[src/rtl/seg7_scan_driver.sv]
// seg7_scan_driver
//   Time-multiplexed driver for a bank of common-anode 7-segment digits.
//   A prescaler divides clk into digit slots; each slot begins with one
//   blanked (dead-time) cycle to avoid ghosting, then drives its digit.
//   New values are staged in a pending register and committed to the
//   display register only on the frame boundary, so a frame never mixes
//   old and new digits.
//
// Parameters
//   NUM_DIGITS  number of multiplexed digits (1..8)
//   SCAN_DIV    clock cycles per digit slot (>= 2)
//
// Ports
//   clk         clock, all state on rising edge
//   rst_n       synchronous active-low reset
//   load        capture value/dp_in this cycle
//   value       one nibble per digit, digit 0 in value[3:0]
//   dp_in       decimal point request per digit, 1 = lit
//   hex_mode    1 = show 10..15 as A..F, 0 = show as dash
//   lz_blank    1 = blank leading zeros (digit 0 never blanked)
//   seg_n       segments {g,f,e,d,c,b,a}, active-low, registered
//   dp_n        decimal point, active-low, registered
//   an_n        digit enables, active-low one-hot, registered
//   frame_done  one-cycle pulse after the display register updates
module seg7_scan_driver #(
  parameter int unsigned NUM_DIGITS = 4,
  parameter int unsigned SCAN_DIV   = 1000
) (
  input  logic                    clk,
  input  logic                    rst_n,
  input  logic                    load,
  input  logic [4*NUM_DIGITS-1:0] value,
  input  logic [NUM_DIGITS-1:0]   dp_in,
  input  logic                    hex_mode,
  input  logic                    lz_blank,
  output logic [6:0]              seg_n,
  output logic                    dp_n,
  output logic [NUM_DIGITS-1:0]   an_n,
  output logic                    frame_done
);

  localparam int unsigned CW = (SCAN_DIV > 1) ? $clog2(SCAN_DIV) : 1;
  localparam int unsigned IW = (NUM_DIGITS > 1) ? $clog2(NUM_DIGITS) : 1;
  localparam int unsigned VW = 4 * NUM_DIGITS;

  localparam logic [CW-1:0] PRESC_LAST = CW'(SCAN_DIV - 1);
  localparam logic [IW-1:0] IDX_LAST   = IW'(NUM_DIGITS - 1);
  localparam logic [6:0]    SEG_OFF    = 7'h7F;
  localparam logic [6:0]    SEG_DASH   = 7'h3F;

  // Scan timing
  logic [CW-1:0] presc;
  logic [IW-1:0] idx;
  logic          slot_tick;
  logic          frame_wrap;

  // Value storage
  logic [VW-1:0]         disp_val;
  logic [NUM_DIGITS-1:0] disp_dp;
  logic [VW-1:0]         pend_val;
  logic [NUM_DIGITS-1:0] pend_dp;
  logic                  pend_vld;
  logic                  disp_take;

  // Output path
  logic [3:0]            cur_nib;
  logic                  cur_dp;
  logic [IW-1:0]         msd_idx;
  logic                  blank;
  logic                  dead;
  logic [6:0]            seg_d;
  logic                  dp_d;
  logic [NUM_DIGITS-1:0] an_d;

  assign slot_tick  = (presc == PRESC_LAST);
  assign frame_wrap = slot_tick && (idx == IDX_LAST);
  assign disp_take  = frame_wrap && (load || pend_vld);
  assign dead       = (presc == '0);

  // Segment pattern {g,f,e,d,c,b,a}, active-low.
  function automatic logic [6:0] glyph(input logic [3:0] nib, input logic hex);
    logic [6:0] g;
    case (nib)
      4'h0:    g = 7'h40;
      4'h1:    g = 7'h79;
      4'h2:    g = 7'h24;
      4'h3:    g = 7'h30;
      4'h4:    g = 7'h19;
      4'h5:    g = 7'h12;
      4'h6:    g = 7'h02;
      4'h7:    g = 7'h78;
      4'h8:    g = 7'h00;
      4'h9:    g = 7'h10;
      4'hA:    g = 7'h08;
      4'hB:    g = 7'h03;
      4'hC:    g = 7'h46;
      4'hD:    g = 7'h21;
      4'hE:    g = 7'h06;
      default: g = 7'h0E;
    endcase
    if (!hex && (nib > 4'h9)) begin
      g = SEG_DASH;
    end
    return g;
  endfunction

  // Nibble and decimal point of the digit owning the current slot.
  always_comb begin
    cur_nib = '0;
    cur_dp  = 1'b0;
    for (int unsigned i = 0; i < NUM_DIGITS; i++) begin
      if (idx == IW'(i)) begin
        cur_nib = disp_val[4*i +: 4];
        cur_dp  = disp_dp[i];
      end
    end
  end

  // Highest nonzero digit of the displayed value; 0 when all digits are zero,
  // which keeps digit 0 always visible.
  always_comb begin
    msd_idx = '0;
    for (int unsigned i = 1; i < NUM_DIGITS; i++) begin
      if (disp_val[4*i +: 4] != 4'h0) begin
        msd_idx = IW'(i);
      end
    end
  end

  assign blank = lz_blank && (idx > msd_idx);

  // Next output values; the first cycle of each slot is dead time.
  always_comb begin
    seg_d = SEG_OFF;
    dp_d  = 1'b1;
    an_d  = '1;
    if (!dead) begin
      for (int unsigned i = 0; i < NUM_DIGITS; i++) begin
        if (idx == IW'(i)) begin
          an_d[i] = 1'b0;
        end
      end
      dp_d = ~cur_dp;
      if (!blank) begin
        seg_d = glyph(cur_nib, hex_mode);
      end
    end
  end

  always_ff @(posedge clk) begin
    if (!rst_n) begin
      presc      <= '0;
      idx        <= '0;
      disp_val   <= '0;
      disp_dp    <= '0;
      pend_val   <= '0;
      pend_dp    <= '0;
      pend_vld   <= 1'b0;
      seg_n      <= SEG_OFF;
      dp_n       <= 1'b1;
      an_n       <= '1;
      frame_done <= 1'b0;
    end else begin
      presc <= slot_tick ? '0 : presc + 1'b1;
      if (slot_tick) begin
        idx <= (idx == IDX_LAST) ? '0 : idx + 1'b1;
      end

      // A load landing on the frame boundary goes straight to the display
      // and supersedes anything still pending.
      if (frame_wrap && load) begin
        disp_val <= value;
        disp_dp  <= dp_in;
        pend_vld <= 1'b0;
      end else if (frame_wrap && pend_vld) begin
        disp_val <= pend_val;
        disp_dp  <= pend_dp;
        pend_vld <= 1'b0;
      end else if (load) begin
        pend_val <= value;
        pend_dp  <= dp_in;
        pend_vld <= 1'b1;
      end

      frame_done <= disp_take;
      seg_n      <= seg_d;
      dp_n       <= dp_d;
      an_n       <= an_d;
    end
  end

endmodule
[config.mk]
export PLATFORM = sky130hd
export DESIGN_NAME = seg7_scan_driver
export DESIGN_NICKNAME = d
export VERILOG_FILES = /design/src/rtl/seg7_scan_driver.sv
export SDC_FILE = /design/constraint.sdc
export NUM_CORES = 1
export LEC_CHECK = 0
export ABC_AREA = 1
export CAP_MARGIN = 0
export CORE_ASPECT_RATIO = 1.75
export CORE_MARGIN = 4
export CORE_UTILIZATION = 30
export CTS_CLUSTER_DIAMETER = 60
export DETAILED_ROUTE_END_ITERATION = 6
export GPL_TIMING_DRIVEN = 0
export PLACE_DENSITY = 0.46
export SYNTH_ARGS = -nofsm -noshare
export SYNTH_HDL_FRONTEND = slang
export SYNTH_SLANG_ARGS = --single-unit
export TNS_END_PERCENT = 5
[constraint.sdc]
create_clock -name clk -period 3.25 [get_ports clk]
set_input_delay 0.325 -clock clk [delete_from_list [all_inputs] [get_ports clk]]
set_output_delay 0.325 -clock clk [all_outputs]
set_load 0.01 [all_outputs]
==> results_dict.tcl, run 1 <==
set metrics [dict create \
    post_cts_buffers 0 \
    synth_seq_cells 66 \
    worst-r2r-cell-count 10 \
    cts.clk_slew.worst_paths_ps 60 \
    r2r_end "seg_n[5]" \
    ir_drop_mv 0.357 \
    outcome "completed" \
    routed_wl_mm 9.12 \
    end_kind "register" \
    setup_violations 0 \
    antenna_found_initial 0 \
    tns_ps 0 \
    drc 0 \
    maxCapViolCount 0 \
    syn_avg_cell_area_um2 6.90 \
    crit_fanout 10 \
    synthArstFlopShare_pct 0 \
    diodes 0 \
    rrSetupSlack_ps 500 \
    cp_slowest_stage_delay_ps 430 \
    coreArea_um2 11200 \
    hp-class "reg2reg" \
    hold_buffers 0 \
    cp.required_ps 3450 \
    ys_seq_area_share_pct 38.2 \
    initial_core_util_pct 30.8 \
    p_leak_nw 1.96 \
    ys_warn_count 0 \
    finalHoldViolCount 0 \
    cts_max_level 3 \
    root_buffer "clkbuf_16" \
    powerDensity_nw_per_um2 498 \
    via_per_inst 4.63 \
    clkLatencyLatePin_ps 340 \
    dieArea_um2 13400 \
    clock-sinks 66 \
    drive_gt1_share_pct 13.0 \
    critPathKind "reg2reg" \
    cts_resized 0 \
    arrival_ps 2950 \
    grt_max_degree 12 \
    drt-pass1-iter-count 4 \
    finalClockSkew_ps 6.10 \
    post-route-min-period_ps 2750 \
    areaGrowthSynthToFinish_pct 25.7 \
    max_slew_margin_pct 62.9 \
    start_kind "register" \
    clock_path_buffers 2 \
    die_h_um 150 \
    cp_cell_sequence "inv_1 > ha_1 > buf_4 > a21oi_1 > nand2_1 > a21boi_1 > ha_1 > o211ai_1 > a21oi_1 > nand3_1" \
    grt_pass1_wl_mm 15.5 \
    place_congestion 0.809 \
    fin_crit_sh_pct 84.6 \
    nets 588 \
    min_from "pend_val[11]" \
    wire_per_inst_um 13.3 \
    synthCells 501 \
    rsz0062_at_grt "false" \
    syn_area_um2 3460 \
    rows 51 \
    slew_viol_final 0 \
    ios 38 \
    vias 3175 \
    r2r_start "idx[0]" \
    final_antenna_net_count 0 \
    track_usage_pct 15.1 \
    min_delay_path_depth 2 \
    worst_pin_slew_ps 556 \
    synth_fp_nets 540 \
    grt_overflow_total 0 \
    synth_edf_count 0 \
    synth_cell_types 31 \
    stdcell_count 686 \
    grt_pass1_vias 3256 \
    die-width_um 89.1 \
    cts_tree "built" \
    dpl.hpwl_mm 7.07 \
    dp.cells 670 \
    synth_ff_type "dfxtp_1" \
    max_freq_mhz 364 \
    first_iter_violations 92 \
    whs_endpoint "pend_val[11]" \
    cts_buffers 9 \
    slowest_stage "a21oi_1" \
    portBuffers 37 \
]
final cells by class:
cell class | instances | area [um2]
Clock buffer | 11 | 253
Clock inverter | 5 | 100
Timing Repair Buffer | 37 | 370
Sequential cell | 66 | 1320
Inverter | 73 | 274
Buffer | 22 | 125
Fill cell | 1203 | 6890
Tap cell | 132 | 165
Multi-Input combinational cell | 340 | 1740
flip-flops by register name, indices dropped and copies added, names as in the netlist:
| name | cells |
|---|---|
| presc | 10 |
| frame_done | 1 |
| dp_n | 1 |
| disp_val | 16 |
| disp_dp | 4 |
| pend_vld | 1 |
| pend_dp | 4 |
| idx | 2 |
| seg_n | 7 |
| pend_val | 16 |
| an_n | 4 |
per-stage QoR:
stage	total power [mW]	worst slack [ps]	instance area, um2	hold WS [ps]	util, %
2_1_floorplan	0.949	1070	3460	437	-
3_3_place_gp	1.03	524	3990	452	35.6
3_5_place_dp	1.03	522	3990	461	35.6
4_1_cts	2.19	493	4350	474	38.7
5_1_grt	2.24	255	4350	494	38.7
6_report	2.16	501	4350	468	38.7
worst max-delay path: cells and delay by family, from the launching register on:
kind,cells,cell delay [ps]
fa+ha+maj,2,600
buf+inv,2,300
simple gates,2,200
compound gates,4,1120
flops,1,400
layout by cell type (no fill, tap or decap), types with 2 or more instances in the layout:
| cell | count |
|---|---|
| clkbuf_8 | 2 |
| clkdlybuf4s50_1 | 37 |
| ha_1 | 14 |
| buf_6 | 3 |
| nand4_1 | 3 |
| nand3_1 | 39 |
| a21oi_2 | 13 |
| nor3_1 | 2 |
| a21oi_1 | 45 |
| inv_2 | 2 |
| buf_2 | 10 |
| bufinv_16 | 3 |
| clkbuf_16 | 9 |
| buf_4 | 2 |
| o21ai_0 | 26 |
| nand2_2 | 3 |
| o211ai_1 | 4 |
| nor4_1 | 3 |
| clkbuf_1 | 6 |
| dfxtp_1 | 66 |
| or2_2 | 20 |
| nand2_1 | 135 |
| nor2_1 | 24 |
| inv_1 | 70 |
| clkinv_2 | 2 |
routing by layer:
metal | track usage, % | vias to the layer above | wire length, um
li1 | - | 1683 | -
met2 | 27.5 | 55 | 4840
met5 | 0 | - | 0
met1 | 16.5 | 1419 | 3820
met3 | 2.48 | 18 | 248
met4 | 7.08 | 0 | 210
cells by family (layout without fill, tap and decap cells):
family,Yosys count,in the layout,synth area share [%]
flops,66,66,38.2
xor+xnor,2,2,0.507
fa+ha+maj,14,14,5.07
buf+inv,95,148,11.5
compound gates,90,90,14.9
simple gates,234,234,29.8
Yosys cell counts, types with 2 or more instances:
master,n,share of area [%]
a21oi_1,45,6.5
a21oi_2,13,3.3
buf_2,10,1.4
buf_4,2,0.43
buf_6,3,0.98
clkbuf_1,6,0.65
dfxtp_1,66,38
ha_1,14,5.1
inv_1,70,7.6
inv_2,2,0.22
nand2_1,135,15
nand2_2,3,0.54
nand3_1,39,5.6
nand4_1,3,0.54
nor2_1,24,2.6
nor3_1,2,0.29
nor4_1,3,0.54
o211ai_1,4,0.87
o21ai_0,26,3.8
or2_2,20,3.6
power by group:
part	switching (mW)	internal [mW]	total, mW	leakage (nW)
logic	0.0805	0.0784	0.159	1.24
registers	0.0119	0.837	0.849	0.539
clock network	0.368	0.788	1.16	0.176
how the worst max path moves through the flow:
| stage | slack (ps) | cells after the start | end | start |
|---|---|---|---|---|
| floorplan | 1070 | 10 | seg_n[0] | idx[0] |
| global placement | 520 | 10 | seg_n[0] | idx[0] |
| detailed placement | 520 | 10 | seg_n[0] | idx[0] |
| CTS | 490 | 10 | seg_n[0] | idx[0] |
| global route | 260 | 10 | seg_n[3] | idx[0] |
| finish | 500 | 10 | seg_n[5] | idx[0] |
No activity file was read; power rests on OpenSTA's default activity.
==> run 2: changes to the inputs <==
- clock period: 3.25 -> 2.6 ns (I/O delays scaled with it)
==> run 2 against run 1 <==
Against the previous run: clock skew decreased by 0.76 ps; critical path depth decreased by 1; die area unchanged; cell count unchanged; hold slack unchanged; utilization increased by 0.30 points; global-route usage increased by 0.055 points; maximum frequency increased by 18%; critical path type unchanged; highest routed layer unchanged.
==> results_dict.tcl, run 2 (synthesis gave the netlist of run 1 again) <==
set metrics [dict create \
    die-width_um 89.1 \
    reg_top3 "disp_val x16, pend_val x16, presc x10" \
    slowest_stage "dfxtp_1" \
    cp_slowest_stage_delay_ps 410 \
    drive_gt1_share_pct 14.3 \
    cp.required_ps 2810 \
    place_congestion 0.809 \
    maxCapViolCount 0 \
    grt_pass1_wl_mm 15.6 \
    hp-class "reg2reg" \
    cts.clk_slew.worst_paths_ps 60 \
    cts_buffers 9 \
    areaGrowthSynthToFinish_pct 26.7 \
    drt-pass1-iter-count 4 \
    grt_max_degree 12 \
    via_per_inst 4.61 \
    first_iter_violations 107 \
    critPathKind "reg2reg" \
    portBuffers 37 \
    cp_cell_sequence "inv_1 > ha_1 > a21oi_1 > nand2_1 > a21boi_4 > ha_2 > o211ai_1 > a21oi_2 > nand3_1" \
    clkLatencyLatePin_ps 340 \
    powerDensity_nw_per_um2 618 \
    clock_path_buffers 2 \
    ios 38 \
    max_slew_margin_pct 63.1 \
    dieArea_um2 13400 \
    root_buffer "clkbuf_16" \
    nets 588 \
    whs_ps 468 \
    multi_input_area_um2 1770 \
    final_antenna_net_count 0 \
    track_usage_pct 15.2 \
    hold_buffers 0 \
    diodes 0 \
    tns_ps 0 \
    dpl.hpwl_mm 7.07 \
    power_mw 2.70 \
    finalClockSkew_ps 5.34 \
    final_cell_mix "nand2_1 (134), inv_1 (69), dfxtp_1 (65), a21oi_1 (44), nand3_1 (39)" \
    max_freq_mhz 429 \
    grt_overflow_total 0 \
    routed_wl_mm 9.16 \
    fin_util_pct 39.0 \
    grt_pass1_vias 3258 \
    die_h_um 150 \
    ir_drop_mv 0.446 \
    end_kind "register" \
    clock-sinks 66 \
    cts_max_level 3 \
    final_common_cell "nand2_1" \
    crit_fanout 7 \
    fin_crit_sh_pct 89.7 \
    rsz0062_at_grt "false" \
    coreArea_um2 11200 \
    slew_viol_final 0 \
    wire_per_inst_um 13.4 \
    p_leak_nw 1.97 \
    worst_pin_slew_ps 554 \
    antenna_found_initial 0 \
    seqCellArea_um2 1320 \
    fillCellCount 1197 \
    vias 3161 \
    cts_tree "built" \
    finalHoldViolCount 0 \
    start_kind "register" \
    setup_violations 0 \
    post-route-min-period_ps 2330 \
    arrival_ps 2540 \
    outcome "completed" \
    initial_core_util_pct 30.8 \
    drc 0 \
    rows 51 \
]
==> run 2: routing by layer <==
metal / vias to the layer above / routed length (um) / part of all wire [%] / track usage (%)
li1: 1686 / - / - / -
met1: 1413 / 3830 / 42 / 16.6
met2: 46 / 4930 / 54 / 27.6
met3: 16 / 226 / 2.5 / 2.53
met4: 0 / 181 / 2.0 / 6.86
met5: - / 0 / 0 / 0
==> run 2: critical path: cells and delay by family, from the launching register on <==
family                     cells  cell delay (ps)
buffers and inverters          1              100
adders and majority gates      2              540
AOI/OAI and AO/OA              4              940
and+or+nand+nor                2              230
DFF                            1              410
==> run 2: what timing repair did <==
action                                  CTS  global route
setup buffers                             0             0
pin swaps                                 0             2
endpoints found under the setup margin    6             7
gates cloned                              0             0
gates resized for setup                   2             8
==> run 2: area by class of cell <==
cell class / instances / area share, %
buffer: 22 / 2.86
multi-input combinational: 340 / 40.4
inverter: 73 / 6.26
clock buffer: 11 / 5.77
sequential: 66 / 30.2
tap: 132 / 3.77
clock inverter: 5 / 2.29
timing repair buffer: 37 / 8.46
==> run 2: power by group <==
part	leakage, nW	internal, mW	total (mW)	switching (mW)
Sequential	0.540	1.05	1.06	0.0148
Clock	0.176	0.985	1.44	0.460
Combinational	1.25	0.0982	0.199	0.101
Total	1.97	2.13	2.70	0.575
==> run 2: path summary, 6_finish.rpt <==
check	cells past startpoint	end	startpoint	slack, ps
setup / recovery	9	seg_n[5]	idx[1]	270
hold / removal	2	pend_val[11]	pend_val[11]	470
setup reg to reg	9	seg_n[5]	idx[1]	270
hold reg to reg	2	pend_val[11]	pend_val[11]	470
==> run 2: stage by stage <==
| stage | instance area (um2) | cells | setup WS, ps |
|---|---|---|---|
| final | 4380 | 686 | 268 |
| after CTS | 4350 | 686 | 72.0 |
| after detailed placement | 3990 | 670 | -128 |
| after global placement | 3990 | 670 | -126 |
| after global routing | 4380 | 686 | 11.8 |
| after floorplan | 3460 | 501 | 417 |
==> edit: new RTL, config.mk and constraints of run 2 <==
The parameter `NUM_DIGITS` goes from 4 to 2.
--- a/src/rtl/seg7_scan_driver.sv
+++ b/src/rtl/seg7_scan_driver.sv
@@ -23,7 +23,7 @@
 //   an_n        digit enables, active-low one-hot, registered
 //   frame_done  one-cycle pulse after the display register updates
 module seg7_scan_driver #(
-  parameter int unsigned NUM_DIGITS = 4,
+  parameter int unsigned NUM_DIGITS = 2,
   parameter int unsigned SCAN_DIV   = 1000
 ) (
   input  logic                    clk,
Ports: changed (resized an_n, dp_in and value); port bits go from 38 to 26. The function was not compared with the original's and may differ.
==> edit against run 2 <==
- wire length down 51%
- die area down 38%
- sequential cell count down 23
- synthesized area down 40%
- total power down 44%
- combinational power down 37%
- setup slack better by 0.16 ns
- largest power group is now registers
- final area down 41%
==> edit: results (changes against run 2) <==
Status
  – Run status: finished, final reports clean

Hold path
  – Hold WC Path Type: register to register

Timing
  – Final setup skew: 0.004767 ns (-0.0005727 ns)
  – Worst Tran Pin Value: 0.7369 ns (+0.1829 ns)
  – Final setup vio count: 0 (unchanged)

Synth
  – Commonest cells post-synth: nand2_1 (87), inv_1 (49), dfxtp_1 (43)
  – Asr flop ratio synth: 0% (unchanged)
  – Ys flop type: dfxtp_1
  – Syn nets: 328 (-39%)
  – Post-synthesis cell count: 305 (-39%)
  – Synth top area cells: dfxtp_1 (42%), nand2_1 (16%), inv_1 (8.9%)
  – Syn. warnings: 0 (unchanged)
  – Netlist cell types: 24 (-23%)
  – Seq/Total Area, Yosys: 41.67% (+3.5 points)

Global routing
  – Vias in the first global route: 1792 (-45%)
  – Initial antenna violation count: 0 (unchanged)
  – Overall routing resource usage: 11.82% (-3.4 points)
  – Largest net degree at the start of global routing: 13 (+1)
  – First-pass GRT wire length: 8010 um (-49%)

Power
  – Lkg Pwr: 1.180 nW (-40%)
  – VDD IR-drop max: 0.2596 mV (-42%)

Clocking
  – H-tree Lvls: 2 (-1)
  – Clock Tree Buf Depth: 2 (unchanged)
  – Skew-Pair Late Insertion Delay: 0.28 ns (-0.06 ns)
  – TritonCTS Buffers: 5 (-4)
  – Clock transition at the registers of the reported paths: 0.06 ns (about the same)
  – Post-CTS sizing: 0 (-2)
  – Clock root cell: clkbuf_16
  – # Post-CTS Setup Buffers: 0 (unchanged)

Placement
  – DP Wirelength: 3547 um (-50%)
  – Dpl cell area: 2419 um^2 (-39%)
  – Pre-CTS setup slack: 0.3988 ns (+0.5266 ns)
  – RePlAce Congestion: 0.7829 (-3.2%)
  – Post-Place Cells: 412 (-39%)
  – IO Port Bufs: 25 (-32%)

Route
  – Router iterations before antenna repair: 6 (+2)
  – Post-Route WL: 4506 um (-51%)
  – Iteration-0 DRC Markers: 86 (-20%)
  – Vias per cell: 4.413 (-4.2%)

Job
  – Number of max-cap violations: 0 (unchanged)

Critical path
  – Data arrival, critical path: 2.39 ns (-0.15 ns)
  – Crit path max fanout: 10 (+3)

Cells and area
  – ANT cells: 0 (unchanged)
  – Final std cells w/o fill: 419 (-39%)
  – Top Registers: presc x10, disp_val x8, pend_val x8
  – Nets: 360 (-39%)
  – Layout cells sized above 1: 4.154% (-10 points)
==> edit: changes by cell type in the layout (fill, tap and decap cells not counted), sizes merged, moves of 20 or more <==
cell	change
nand2	-51
a21oi	-31
nand3	-26
dfxtp	-23
inv	-22
or2	-20
==> edit: cells by family (layout without fill, tap and decap cells) <==
family	after synthesis	after routing	share of synthesized area [%]
compound gates	51	51	12.84
xor+xnor	1	1	0.4241
fa+ha+maj	8	8	4.846
buf+inv	58	90	11.02
flops	43	43	41.67
simple gates	144	144	29.19
==> edit: power breakdown <==
part	internal, mW	switching [mW]	leakage, nW	total (mW)
clock	0.448	0.250	0.0769	0.699
sequential	0.686	0.0127	0.352	0.699
combinational	0.0650	0.0611	0.751	0.126
total	1.20	0.324	1.18	1.52
==> edit: final timing paths <==
kind	from	to	slack (ns)	cells after the start
worst max-delay path	idx	seg_n[1]	0.43	8
worst min-delay path	pend_vld	pend_vld	0.47	2
worst max register to register	idx	seg_n[1]	0.43	8
worst min register to register	pend_vld	pend_vld	0.47	2
==> edit: routing by layer <==
metal	global-route usage, %	wire [um]	vias up
li1	-	-	1013
met1	12.51	1814	798
met2	21.57	2430	30
met3	2.308	150	8
met4	5.765	110	0
met5	0	0	-
==> edit: critical path, cell delays in order, from the launching register on <==
cell and delay [ns]:
dfxtp_1 0.30, buf_2 0.18, o21ai_0 0.62, inv_1 0.15
ha_1 0.27, nand2_1 0.14, nand4_1 0.14, and2_1 0.23
nand3_1 0.08
==> edit: layout make-up <==
class / instances / area, um^2
multi-input cells: 204 / 977.2
plain buffers: 7 / 36.28
repair buffers: 25 / 250.2
clock buffers: 6 / 128.9
flip-flops and latches: 43 / 860.8
fillers: 758 / 4059
inverters: 51 / 191.4
clock inverters: 1 / 30.03
well taps: 82 / 102.6
